$ cat src/rtl/video_timing_generator.sv
// video_timing_generator: VGA line/frame counters, framebuffer read address and
// outputs delayed one clock so they line up with synchronous RAM read data.
module video_timing_generator #(
   parameter int H_VISIBLE = 640,
   parameter int H_FRONT   = 16,
   parameter int H_SYNC    = 96,
   parameter int H_BACK    = 48,
   parameter int V_VISIBLE = 480,
   parameter int V_FRONT   = 10,
   parameter int V_SYNC    = 2,
   parameter int V_BACK    = 33,
   parameter int FB_WIDTH  = 320
) (
   input  logic        clock,
   input  logic        reset,
   input  logic        frame_select_memory,
   output logic [16:0] framebuffer_address,
   output logic [9:0]  pixel_x_pos,
   output logic [9:0]  pixel_y_pos,
   output logic        vga_hsync,
   output logic        vga_vsync,
   output logic        video_active,
   output logic        frame_start,
   output logic        frame_select_latched
);
   localparam int H_TOTAL = H_VISIBLE + H_FRONT + H_SYNC + H_BACK;
   localparam int V_TOTAL = V_VISIBLE + V_FRONT + V_SYNC + V_BACK;
   logic [9:0] h_count, v_count;
   logic       h_wrap, v_wrap, in_visible, hsync, vsync;
   always_comb begin
      h_wrap = h_count == 10'(H_TOTAL - 1);
      v_wrap = v_count == 10'(V_TOTAL - 1);
      in_visible = h_count < 10'(H_VISIBLE) && v_count < 10'(V_VISIBLE);
      hsync = !(h_count >= 10'(H_VISIBLE + H_FRONT) && h_count < 10'(H_VISIBLE + H_FRONT + H_SYNC));
      vsync = !(v_count >= 10'(V_VISIBLE + V_FRONT) && v_count < 10'(V_VISIBLE + V_FRONT + V_SYNC));
      // each framebuffer pixel covers a 2x2 block of screen pixels
      framebuffer_address = in_visible ? 17'(v_count[9:1]) * 17'(FB_WIDTH) + 17'(h_count[9:1]) : '0;
   end
   always_ff @(posedge clock) begin
      if (reset) begin
         h_count              <= '0;
         v_count              <= '0;
         pixel_x_pos          <= '0;
         pixel_y_pos          <= '0;
         vga_hsync            <= 1'b1;
         vga_vsync            <= 1'b1;
         video_active         <= 1'b0;
         frame_start          <= 1'b0;
         frame_select_latched <= 1'b0;
      end else begin
         h_count      <= h_wrap ? '0 : h_count + 10'd1;
         if (h_wrap) v_count <= v_wrap ? '0 : v_count + 10'd1;
         pixel_x_pos  <= h_count;
         pixel_y_pos  <= v_count;
         vga_hsync    <= hsync;
         vga_vsync    <= vsync;
         video_active <= in_visible;
         frame_start  <= h_count == '0 && v_count == '0;
         // swap only at the start of vertical blanking so a frame is never torn
         if (h_count == '0 && v_count == 10'(V_VISIBLE)) frame_select_latched <= frame_select_memory;
      end
   end
endmodule

$ cat config.mk
export PLATFORM = sky130hd
export DESIGN_NAME = video_timing_generator
export DESIGN_NICKNAME = d
export VERILOG_FILES = /design/src/rtl/video_timing_generator.sv
export SDC_FILE = /design/constraint.sdc
export NUM_CORES = 1
export LEC_CHECK = 0
export ABC_AREA = 1
export CORE_MARGIN = 4
export CORE_UTILIZATION = 57
export CTS_BUF_LIST = sky130_fd_sc_hd__clkbuf_16
export DETAILED_ROUTE_END_ITERATION = 8
export PLACE_DENSITY = 0.92
export SYNTH_ARGS = -nofsm -noshare
export SYNTH_HDL_FRONTEND = slang
export SYNTH_SLANG_ARGS = --single-unit
export TNS_END_PERCENT = 1
$ cat constraint.sdc
create_clock -name clock -period 7.7 [get_ports clock]
set_clock_uncertainty 0.2 [all_clocks]
set_input_delay 1.155 -clock clock [delete_from_list [all_inputs] [get_ports clock]]
set_output_delay 1.155 -clock clock [all_outputs]
set_load 0.1 [all_outputs]
# Yosys cells after proc, flatten, opt, wreduce, memory -nomap -nowiden
# Index checks and enable logic that the tools add are counted.
[classes]
div = 0
addsub = 3
bitwise = 0
mux = 2
multipliers = 1
eq_ne = 3
n_shift = 0
n_reduce_logical = 10
magnitude_cmp = 6
[ops]
columns = ["operator", "count"]
rows = [
  ["$add 10x1->10 const B", 2],
  ["$eq 10x10->1 const B", 2],
  ["$logic_not 10->1", 2],
  ["$lt 10x10->1 const B", 2],
  ["$lt 10x9->1 const B", 2],
  ["$add 17x9->17", 1],
  ["$mux 17", 1],
  ["$mul 9x3->11 const B", 1],
  ["$eq 10x9->1 const B", 1],
  ["$ge 10x10->1 const B", 1],
  ["$ge 10x9->1 const B", 1],
  ["$mux 10", 1],
  ["$logic_and 1x1->1", 5],
  ["$logic_not 1->1", 2],
  ["$reduce_or 2->1", 1],
]
[word_totals]
mem_count = 0
output_inout_bits = 42
latchBits = 0
elab_cells = 34
input_bits = 3
ff_bits = 45
mem_bits_ro = 0
ramBits = 0

# Depth between registers and ports, before layout
[depth]
depth_word = 3
ltp_mapped = 13
depth_no_buf = 13

# Least setup slack after synthesis
# Ideal clock, no wire load.
[synth_timing]
kind = "reg2out"
startpoint = "reg v_count[2]"
endpoint = "out framebuffer_address[11]"
required_time_ns = 6.345
arrival_ns = 3.890
path_buffers = 0
path_slack_ns = 2.455
stages_incl_launch_ff = 7
cell_sequence = "dfxtp_1 -> ha_1 -> ha_1 -> fa_1 -> xnor2_1 -> a21oi_1 -> nor3_1"
[synth_between]
elab_chain_len = 3
elab_cells_between_ends = 5
cone_classes = "add/sub (1); mul (1); order compare (1); mux (1); reduce/logical (1)"
[synth_rtl]
columns = ["item", "line_no", "source"]
rows = [
  ["start: declaration", "28", "logic [9:0] h_count, v_count;"],
  ["start signal: assignment", "52", "if (h_wrap) v_count <= v_wrap ? '0 : v_count + 10'd1;"],
  ["$mul 9x3->11 / $lt 10x9->1 (equally long branches)", "37, 33", ""],
  ["$add 17x9->17 / $logic_and 1x1->1 (equally long branches)", "37, 33", ""],
  ["$mux 17 *", "37", "framebuffer_address = in_visible ? 17'(v_count[9:1]) * 17'(FB_WIDTH) + 17'(h_count[9:1]) : '0;"],
  ["end: declaration", "17", "output logic [16:0] framebuffer_address,"],
]
# Mark *: on every way between the ends. The rest lies on a longest branch, timed or not.

# Worst setup path after layout
[layout_timing]
startpoint = "reg v_count[2]"
endpoint = "out framebuffer_address[15]"
# Same word-level chain as after synthesis.

==> impl_metrics.toml <==
[run_status]
outcome = "completed"

[route]
ant_nets = 0
wl_per_cell_um = 13.1
dr.pass1.iters = 5
drc = 0
via_per_inst = 5.42
totalWireLength_um = 5930
drt-initial-drc-count = 283
vias = 2446

[synthesis]
synth-warning-count = 0
syn_area_um2 = 2570
ys_seq_area_share_pct = 35.1
synthCells = 351
avgSynthCellArea_um2 = 7.32
yosysUniqueCellTypes = 33
synth_flop_cell = "dfxtp_1"
yosys_register_bits = 45
synth_edf_count = 0
syn_nets = 377
async_flop_share_pct = 0

[power_and_ir_drop]
pwr-share-clk_pct = 50.2
peakVddDrop_uv = 84.6
power_density_nw_per_um2 = 169
sw_frac_of_total_pct = 21.6
p_comb_share_pct = 6.6
p_int_mw = 0.431
seqPwrFrac_pct = 43.2
p_sw_mw = 0.119
p_leak_nw = 1.49

[die]
core_um2 = 4350
initial_core_util_pct = 59.0
pin_count = 45
fp.dieW_um = 75.1
die_area_um2 = 5640
rows = 24
fp.dieH_um = 75.1

[timing]
tns_ps = 0
period_needed_ps = 5220
rsz0062_at_grt = "false"
fmax_mhz = 192
setup_viol_count_final = 0
timing.final.crit_share_pct = 67.8
worst_pin_slew_ps = 977
slew_headroom_pct = 34.7
hold_viol = 0
fin_ws_ps = 2480
drv_slew = 0

[global_routing]
met1_usage_pct = 28.8
grt_start_max_net_pins = 29
grtUsageTotal_pct = 23.1
grt_pass1_vias = 2346
grt_pass1_wl_um = 10100
antenna_found_initial = 0
met2_usage_pct = 39.2
use_met3_pct = 4.01
grt_remaining_overflow = 0
gr-max-usage-layer = "met2"

[clock_network]
cts-resized-gates = 0
htreeDepth = 2
cts_tree = "built"
post_cts_buffers = 0
cts_buffer_depth = 2
cts_buffers = 5
cts-root-buf = "clkbuf_16"
clock_latency_ps = 290
holdBufCountCts = 0
numClockSinks = 45
clk_pin_slew_worst_paths_ps = 60

[setup_path]
arrival_ps = 3860
crit_type = "reg2out"
rrSetupSlack_ps = 5820
cp_data_required_time_ps = 6340
worst_setup_path_end_kind = "primary output"
critPathLaunchType = "register"
cp_max_fo = 9

[flow_run]
drv_cap = 0

[finish]
finish.utilization_pct = 74.5
insertedDiodeCount = 0
drive_above_1_share_pct = 8.77
final_nets = 424
area_growth_pct = 26.4

[place]
dp_hpwl_um = 4490
gp_congestion = 0.900
pre_cts_ws_ps = 2790
io_buffers = 44

[min_path]
hold_class = "reg2reg"
[routing by layer]
metal  share of wire, %  up-vias
met5                  0        -
met3                7.7       12
met4                2.2        0
li1                   -     1228
met1                 43     1100
met2                 47      106
[cell usage after synthesis (all sizes together) (7+ instances only)]
cell type | n | area [µm²]
inv | 52 | 195
nand4 | 11 | 68.8
o21ai | 7 | 46.3
nor2 | 66 | 302
ha | 21 | 263
a21oi | 19 | 98.9
nand3 | 22 | 125
dfxtp | 45 | 901
nor3 | 12 | 75.1
nand2 | 72 | 288
[final cells by class]
| cell class | instances | area (µm²) |
|---|---|---|
| multi-input cells | 250 | 1450 |
| well taps | 52 | 65.1 |
| fillers | 317 | 1110 |
| clock inverters | 3 | 68.8 |
| repair buffers | 44 | 440 |
| clock buffers | 5 | 125 |
| flip-flops and latches | 45 | 901 |
| inverters | 52 | 195 |
[power groups by stage]
| stage | clock [mW] | sequential (mW) | combinational, mW |
|---|---|---|---|
| final | 0.276 | 0.237 | 0.0363 |
| after floorplan | 0 | 0.254 | 0.0162 |
| after global routing | 0.288 | 0.238 | 0.0382 |
| after CTS | 0.279 | 0.237 | 0.0364 |
| after detailed placement | 0 | 0.243 | 0.0362 |
| after global placement | 0 | 0.242 | 0.0358 |
[flip-flops by register name, indices dropped and copies added, names as in the netlist]
name and count:
frame_select_latched 1, h_count 10, video_active 1, vga_vsync 1
v_count 10, pixel_x_pos 10, frame_start 1, vga_hsync 1
pixel_y_pos 10
[logic make-up (layout without fill, tap and decap cells)]
logic type / after synthesis / after routing / synth area share, %
AO/OA/AOI/OAI: 30 / 30 / 7.16
adder cells (fa/ha/maj): 23 / 23 / 11.8
AND/OR/NAND/NOR: 192 / 192 / 35.8
buffers and inverters: 56 / 104 / 8.48
flip-flops: 45 / 45 / 35.1
XOR/XNOR: 5 / 5 / 1.71
[worst max-delay path, stage by stage, from the launching register on]
cell and delay, ps:
dfxtp_1 540, ha_1 300, ha_1 230, fa_1 550, nand2_1 70, inv_1 70
nand4_1 80, a21oi_1 170, nand2_1 110, nor2_1 130, a21oi_1 80, nor2_1 100
clkdlybuf4s50_1 1130
[worst paths after layout]
path                            from                       to  cells after the start
min reg2reg    h_count[0]$_SDFF_PP0_    h_count[0]$_SDFF_PP0_                      1
max reg2reg  v_count[5]$_SDFFE_PP0P_  video_active$_SDFF_PP0_                      5
max          v_count[2]$_SDFFE_PP0P_  framebuffer_address[15]                     12
min            h_count[0]$_SDFF_PP0_    h_count[0]$_SDFF_PP0_                      1
[stage by stage]
stage          cell area, µm²  power [mW]  instances  hold WS (ps)
2_1_floorplan            2570       0.271        351           230
3_3_place_gp             3050       0.278        443           246
3_5_place_dp             3050       0.279        443           258
4_1_cts                  3250       0.553        451           272
5_1_grt                  3250       0.564        451           307
6_report                 3250       0.550        451           272
[layout by cell type (no fill, tap or decap)]
cell type        count
nor3b_1              3
nor2_4               4
a21boi_2             1
bufinv_16            2
o21ai_0              6
nand2_1             67
nand3_2              3
clkbuf_16            5
and3_1               2
nand2_2              4
nand2_4              1
a2111o_1             1
nor2_2               3
o21ai_4              1
nor4_1               3
inv_1               48
a21oi_2              1
nor3_1               9
ha_1                21
inv_2                4
nand3b_1             1
nor2_1              58
nor2_8               1
xor2_1               3
o211ai_1             1
inv_6                1
a21oi_1             18
nor3_2               3
nand4_1             11
fa_1                 2
xnor2_1              2
nand3_1             19
dfxtp_1             45
a31o_2               1
clkdlybuf4s50_1     44
(Power assumes the default switching activity.)
